## src/rtl/spi_target.sv

```systemverilog
// spi_target: SPI mode-0 responder (MSB first, 8-bit frames) for the j1 IO bus.
// SPI pins are oversampled by clk; the CPU side mirrors the UART: strobes plus flags.
module spi_target #(
  parameter int unsigned RX_DEPTH    = 4,
  parameter logic [7:0]  IDLE_BYTE   = 8'hFF,
  parameter int unsigned SYNC_STAGES = 3
) (
  input  logic       clk,
  input  logic       reset,
  input  logic       spi_sck,
  input  logic       spi_ssb,
  input  logic       spi_sdi,
  output logic       spi_sdo,
  output logic       spi_sdo_oe,
  input  logic       wr,
  input  logic [7:0] tx_data,
  input  logic       rd,
  output logic [7:0] rx_data,
  output logic       valid,
  output logic       tx_ready,
  output logic       overrun,
  input  logic       clr_ovr,
  output logic       ss_active
);
  localparam int unsigned PTR_W = $clog2(RX_DEPTH);
  localparam int unsigned CNT_W = PTR_W + 1;

  typedef enum logic {
    ST_IDLE   = 1'b0,
    ST_ACTIVE = 1'b1
  } state_t;

  state_t r_state;
  state_t w_state_next;

  logic [SYNC_STAGES-1:0] r_sck_sync;
  logic [SYNC_STAGES-1:0] r_ssb_sync;
  logic [SYNC_STAGES-1:0] r_sdi_sync;

  logic [2:0]       r_bit_cnt;
  logic [6:0]       r_shift_rx;
  logic [7:0]       r_shift_tx;
  logic [7:0]       r_tx_hold;
  logic             r_tx_full;
  logic [7:0]       r_mem [RX_DEPTH];
  logic [PTR_W-1:0] r_wr_ptr;
  logic [PTR_W-1:0] r_rd_ptr;
  logic [CNT_W-1:0] r_count;
  logic             r_overrun;

  logic       w_sck_rise;
  logic       w_sck_fall;
  logic       w_ssb_rise;
  logic       w_ssb_fall;
  logic       w_sdi;
  logic       w_load;
  logic       w_shift_tx;
  logic       w_sample;
  logic       w_push;
  logic       w_abort;
  logic [7:0] w_rx_byte;
  logic       w_full;
  logic       w_empty;
  logic       w_pop;
  logic       w_fifo_wr;

  always_ff @(posedge clk) begin
    if (reset) begin
      r_sck_sync <= '0;
      r_ssb_sync <= '1;
      r_sdi_sync <= '0;
    end else begin
      r_sck_sync <= {r_sck_sync[SYNC_STAGES-2:0], spi_sck};
      r_ssb_sync <= {r_ssb_sync[SYNC_STAGES-2:0], spi_ssb};
      r_sdi_sync <= {r_sdi_sync[SYNC_STAGES-2:0], spi_sdi};
    end
  end

  // Edges compare the last two stages; sdi is taken from the oldest stage,
  // which is stable because the master holds it for several clk around sck edges.
  assign w_sck_rise = r_sck_sync[SYNC_STAGES-2] & ~r_sck_sync[SYNC_STAGES-1];
  assign w_sck_fall = ~r_sck_sync[SYNC_STAGES-2] & r_sck_sync[SYNC_STAGES-1];
  assign w_ssb_rise = r_ssb_sync[SYNC_STAGES-2] & ~r_ssb_sync[SYNC_STAGES-1];
  assign w_ssb_fall = ~r_ssb_sync[SYNC_STAGES-2] & r_ssb_sync[SYNC_STAGES-1];
  assign w_sdi      = r_sdi_sync[SYNC_STAGES-1];

  always_ff @(posedge clk) begin
    if (reset) begin
      r_state <= ST_IDLE;
    end else begin
      r_state <= w_state_next;
    end
  end

  always_comb begin
    w_state_next = r_state;
    w_load       = 1'b0;
    w_shift_tx   = 1'b0;
    w_sample     = 1'b0;
    w_push       = 1'b0;
    w_abort      = 1'b0;
    case (r_state)
      ST_IDLE: begin
        if (w_ssb_fall) begin
          w_state_next = ST_ACTIVE;
          w_load       = 1'b1;
        end
      end
      ST_ACTIVE: begin
        // A deselect in the same cycle masks any sck edge.
        if (w_ssb_rise) begin
          w_state_next = ST_IDLE;
          w_abort      = 1'b1;
        end else if (w_sck_rise) begin
          w_sample = 1'b1;
          w_push   = (r_bit_cnt == 3'd7);
        end else if (w_sck_fall) begin
          if (r_bit_cnt == 3'd0) begin
            w_load = 1'b1;
          end else begin
            w_shift_tx = 1'b1;
          end
        end
      end
      default: w_state_next = ST_IDLE;
    endcase
  end

  assign w_rx_byte = {r_shift_rx, w_sdi};

  always_ff @(posedge clk) begin
    if (reset) begin
      r_bit_cnt  <= 3'd0;
      r_shift_rx <= 7'd0;
      r_shift_tx <= IDLE_BYTE;
      r_tx_hold  <= 8'd0;
      r_tx_full  <= 1'b0;
    end else begin
      if (w_abort) begin
        r_bit_cnt  <= 3'd0;
        r_shift_rx <= 7'd0;
      end else if (w_sample) begin
        r_bit_cnt  <= r_bit_cnt + 3'd1;
        r_shift_rx <= {r_shift_rx[5:0], w_sdi};
      end
      if (w_load) begin
        r_shift_tx <= r_tx_full ? r_tx_hold : IDLE_BYTE;
      end else if (w_shift_tx) begin
        r_shift_tx <= {r_shift_tx[6:0], 1'b0};
      end
      // A load sees the old holding state; a write into an empty register
      // still lands even when that load just used IDLE_BYTE.
      if (wr && !r_tx_full) begin
        r_tx_hold <= tx_data;
        r_tx_full <= 1'b1;
      end else if (w_load) begin
        r_tx_full <= 1'b0;
      end
    end
  end

  assign w_full    = (r_count == CNT_W'(RX_DEPTH));
  assign w_empty   = (r_count == '0);
  assign w_pop     = rd && !w_empty;
  assign w_fifo_wr = w_push && (!w_full || w_pop);

  always_ff @(posedge clk) begin
    if (w_fifo_wr) begin
      r_mem[r_wr_ptr] <= w_rx_byte;
    end
  end

  always_ff @(posedge clk) begin
    if (reset) begin
      r_wr_ptr  <= '0;
      r_rd_ptr  <= '0;
      r_count   <= '0;
      r_overrun <= 1'b0;
    end else begin
      if (w_fifo_wr) begin
        r_wr_ptr <= r_wr_ptr + PTR_W'(1);
      end
      if (w_pop) begin
        r_rd_ptr <= r_rd_ptr + PTR_W'(1);
      end
      if (w_fifo_wr && !w_pop) begin
        r_count <= r_count + CNT_W'(1);
      end else if (w_pop && !w_fifo_wr) begin
        r_count <= r_count - CNT_W'(1);
      end
      if (w_push && !w_fifo_wr) begin
        r_overrun <= 1'b1;
      end else if (clr_ovr) begin
        r_overrun <= 1'b0;
      end
    end
  end

  assign spi_sdo    = r_shift_tx[7];
  assign spi_sdo_oe = (r_state == ST_ACTIVE);
  assign ss_active  = (r_state == ST_ACTIVE);
  assign valid      = !w_empty;
  assign rx_data    = w_empty ? 8'h00 : r_mem[r_rd_ptr];
  assign tx_ready   = !r_tx_full;
  assign overrun    = r_overrun;

endmodule

```

## config.mk

```make
export PLATFORM = sky130hd
export DESIGN_NAME = spi_target
export DESIGN_NICKNAME = d
export VERILOG_FILES = /design/src/rtl/spi_target.sv
export SDC_FILE = /design/constraint.sdc
export NUM_CORES = 1
export LEC_CHECK = 0
export ABC_AREA = 1
export CORE_ASPECT_RATIO = 1.5
export CORE_MARGIN = 4
export CORE_UTILIZATION = 55
export DETAILED_ROUTE_END_ITERATION = 6
export GPL_ROUTABILITY_DRIVEN = 1
export GPL_TIMING_DRIVEN = 1
export HOLD_SLACK_MARGIN = 0.1
export PLACE_DENSITY = 0.88
export SLEW_MARGIN = 30
export SYNTH_ARGS = -nofsm -noshare
export SYNTH_HDL_FRONTEND = slang
export SYNTH_SLANG_ARGS = --single-unit
```

## constraint.sdc

```tcl
create_clock -name clk -period 2.2 [get_ports clk]
set_input_delay 0.44 -clock clk [delete_from_list [all_inputs] [get_ports clk]]
set_output_delay 0.44 -clock clk [all_outputs]
set_load 0.01 [all_outputs]
```

==> results.json <==
{
  "status": "completed",
  "pwr-share-comb_pct": 22.4,
  "clk_latency_ns": 0.35,
  "rsz0062_at_grt": "yes",
  "critPathArrivalTime_ns": 2.36,
  "hp-class": "flip-flop to flip-flop",
  "r2r_cells": 14,
  "setup_viol": 0,
  "cp.required_ns": 2.48,
  "crit_chain": "ha_1, ha_1, nand3_2, nor2_4, nand3_4, inv_1, ha_2, inv_1, fa_2, inv_1, nand2_1, nand3_1, o21ai_0, a21oi_1",
  "core_area_mm2": 0.00579,
  "fmax_mhz": 482,
  "dieArea_mm2": 0.00727,
  "slew_violations": 0,
  "pin_count": 30,
  "cp_slowest_cell": "dfxtp_2",
  "power_density_mw_per_mm2": 951,
  "rows": 34,
  "max-vdd-ir-drop_mv": 0.473,
  "holdWs_ns": 0.408,
  "syn_area_mm2": 0.00327,
  "worstMarginPinSlew_ns": 0.463,
  "reg2reg_from": "r_bit_cnt[1]$_SDFFE_PP0P_",
  "grt_max_degree": 21,
  "yosys_warnings": 0,
  "grt_use_total_pct": 18.3,
  "initial_core_util_pct": 56.5,
  "path_buf_inv": 3,
  "wl_met2_mm": 3.47,
  "endpoint_kind": "flip-flop",
  "p_int_uw": 2710,
  "port_buffers": 29,
  "cts.htree.levels": 3,
  "area.sequential_mm2": 0.00191,
  "netlist.area_leader.share_pct": 29.4,
  "cts_tree": "yes",
  "ys_seq_area_share_pct": 58.1,
  "synth_area_leaders": "edfxtp_1, dfxtp_1, nor2_1",
  "detail-route-antenna-nets": 0,
  "finalCritPeriodShare_pct": 94.2,
  "hold_buffers": 0,
  "critPathLaunchType": "flip-flop",
  "grt_pass1_wl_mm": 10.2,
  "drc": 0,
  "setup_tns_ns": 0,
  "p_seq_share_pct": 43.6,
  "r2r-end": "r_count[2]$_SDFFE_PP0P_",
  "clockPowerShare_pct": 34.0,
  "dr.pass1.iters": 4,
  "cap_violations": 0,
  "post_drt_wl_per_cell_um": 12.8,
  "cellLeakagePower_uw": 0.00161,
  "ys_types": 26,
  "first_global_vias": 2428,
  "top_layer_used": "met4",
  "r2r_setup_slack_ns": 0.13,
  "max_stage_delay_ns": 0.35,
  "final_layout_size_suffix_gt1_share_pct": 14.5,
  "clk_pin_slew_ns": 0.08,
  "critPathCapture": "r_count[2]$_SDFFE_PP0P_",
  "diodes": 0,
  "clock_sinks": 79,
  "cts_buffers": 9,
  "gr-total-overflow": 0,
  "hpwl_mm": 4.40,
  "final_util_pct": 68.3,
  "viasPerCell": 5.09,
  "cp-startpoint": "r_bit_cnt[1]$_SDFFE_PP0P_",
  "critical_path_depth": 14,
  "clock-root-buffer": "clkbuf_8",
  "final-hold-violation-count": 0,
  "synth_seq_cells": 79,
  "vias": 2441,
  "wirelength_mm": 6.15,
  "gp_congestion": 0.820,
  "crit_family": "adder cells",
  "dr_wl_met3_um": 202,
  "path_class": "flip-flop to flip-flop",
  "syn_nets": 386,
  "slew_headroom_pct": 69.1,
  "drtIter0Drc": 138,
  "p_switching_uw": 1050,
  "antenna_found_initial": 0,
  "dieHeight_um": 102,
  "syn_avg_cell_area_um2": 9.06,
  "final_nets": 428,
  "finClkSkew_ns": 0.00865,
  "cp_max_fo": 2,
  "m1WireLength_mm": 2.34,
  "sw_frac_of_total_pct": 28.0,
  "multi_input_area_mm2": 0.00117,
  "area_delta_synth_final_pct": 20.8,
  "n_fill_cell": 446,
  "finalCriticalPeriod_ns": 2.07,
  "critical-path-top-cell-by-count": "inv_1",
  "yosys.area.top_type": "edfxtp_1",
  "syn_inst": 361,
  "clock_path_buffers": 2,
  "die_x_um": 71.0
}
[cell families (layout without fill, tap and decap cells)]
| family | after synthesis | count (layout) | synth area share [%] |
|---|---|---|---|
| and+or+nand+nor | 157 | 157 | 21.2 |
| DFF | 79 | 79 | 58.1 |
| AOI/OAI and AO/OA | 60 | 60 | 9.60 |
| buffers and inverters | 53 | 100 | 6.58 |
| adders and majority gates | 9 | 9 | 3.67 |
| xor gates and xnor gates | 3 | 3 | 0.804 |
[power groups by stage]
stage / registers, uW / logic, uW / clock network [uW]
floorplan: 1650 / 495 / 0
global placement: 1660 / 848 / 0
detailed placement: 1660 / 874 / 0
CTS: 1630 / 841 / 1290
global route: 1650 / 937 / 1350
finish: 1640 / 840 / 1280
[metrics by stage]
| step | worst slack, ns | instances | power (uW) | cell area (um2) |
|---|---|---|---|---|
| after global routing | -0.0149 | 480 | 3930 | 3950 |
| after global placement | -0.0869 | 462 | 2500 | 3680 |
| after CTS | 0.00308 | 479 | 3760 | 3930 |
| after floorplan | 0.179 | 361 | 2150 | 3270 |
| after detailed placement | -0.144 | 462 | 2540 | 3680 |
| final | 0.127 | 480 | 3760 | 3950 |
[cell usage after synthesis]
library cell and n:
a211oi_2 1, a21oi_1 30, buf_2 4, buf_4 1, buf_6 1, clkbuf_1 5
dfxtp_1 47, edfxtp_1 32, fa_1 1, ha_1 8, inv_1 35, inv_2 7
nand2_1 40, nand2_2 4, nand2_4 1, nand3_1 19, nand3_2 1, nand3_4 1
nand4_1 9, nor2_1 78, nor2_4 2, o211ai_1 1, o21ai_0 27, o21ai_2 1
or2_2 2, xor2_1 3
[layout by cell type (no fill, tap or decap)]
| cell type | n |
|---|---|
| xor2_1 | 3 |
| o211ai_1 | 1 |
| fa_2 | 1 |
| o21ai_0 | 27 |
| clkdlybuf4s50_1 | 21 |
| clkinvlp_4 | 1 |
| clkbuf_2 | 1 |
| clkbuf_8 | 9 |
| a21oi_1 | 30 |
| nor2_2 | 1 |
| inv_6 | 2 |
| inv_1 | 33 |
| edfxtp_1 | 32 |
| inv_2 | 8 |
| nand3_2 | 2 |
| o21ai_2 | 1 |
| ha_1 | 7 |
| buf_4 | 12 |
| clkdlybuf4s15_1 | 2 |
| nand2_1 | 40 |
| inv_4 | 1 |
| a211oi_2 | 1 |
| nor2_4 | 2 |
| or2_2 | 2 |
| clkinv_1 | 1 |
| nand4_1 | 9 |
| nand3_4 | 1 |
| nor2_1 | 77 |
| dlygate4sd2_1 | 4 |
| nand3_1 | 18 |
| nand2_4 | 1 |
| dlymetal6s2s_1 | 1 |
| dfxtp_1 | 43 |
| buf_6 | 1 |
| dfxtp_2 | 4 |
| nand2_2 | 4 |
| ha_2 | 1 |
| bufinv_16 | 3 |
[what timing repair did]
action | in CTS | in global routing
resized for setup | 12 | 12
pin swaps | 0 | 1
endpoints found under the setup margin | 8 | 6
buffers inserted | 1 | 1
[worst min-delay path by stage]
stage	start	end	slack, ns	cells after the start
6_report	r_sdi_sync[1]$_SDFF_PP0_	r_sdi_sync[2]$_SDFF_PP0_	0.41	2
5_1_grt	r_sdi_sync[1]$_SDFF_PP0_	r_sdi_sync[2]$_SDFF_PP0_	0.44	2
4_1_cts	r_sdi_sync[1]$_SDFF_PP0_	r_sdi_sync[2]$_SDFF_PP0_	0.41	2
3_5_place_dp	r_sdi_sync[1]$_SDFF_PP0_	r_sdi_sync[2]$_SDFF_PP0_	0.40	2
3_3_place_gp	r_sdi_sync[0]$_SDFF_PP0_	r_sdi_sync[1]$_SDFF_PP0_	0.39	2
2_1_floorplan	r_sck_sync[0]$_SDFF_PP0_	r_sck_sync[1]$_SDFF_PP0_	0.39	2
[per-layer routing]
| metal | up-vias | GRT usage, % |
|---|---|---|
| met5 | - | 0 |
| met1 | 1124 | 16.8 |
| met3 | 10 | 3.54 |
| li1 | 1263 | - |
| met4 | 0 | 9.26 |
| met2 | 44 | 37.0 |
[tightest hold or removal path, cell delays in order (launching register included)]
cell	delay (ns)
dfxtp_1	0.30
inv_1	0.04
nor2_1	0.03
[sequential cells by signal, indices dropped and copies added, names as in the netlist, named ones only]
| name | flops |
|---|---|
| r_count | 3 |
| r_rd_ptr | 2 |
| r_sdi_sync | 3 |
| overrun | 1 |
| r_tx_full | 1 |
| r_tx_hold | 8 |
| r_ssb_sync | 3 |
| r_sck_sync | 3 |
| r_shift_tx | 8 |
| r_shift_rx | 7 |
| spi_sdo_oe | 1 |
| r_bit_cnt | 3 |
| r_mem | 32 |
| r_wr_ptr | 2 |
[final cells by class]
cell class | instances | area share (%)
Tap cell | 72 | 2.28
Clock buffer | 9 | 3.14
Timing Repair Buffer | 42 | 9.72
Multi-Input combinational cell | 229 | 29.5
Sequential cell | 79 | 48.3
Inverter | 42 | 4.05
Clock inverter | 7 | 3.01
Note: power is estimated with default switching activity, not from simulation.
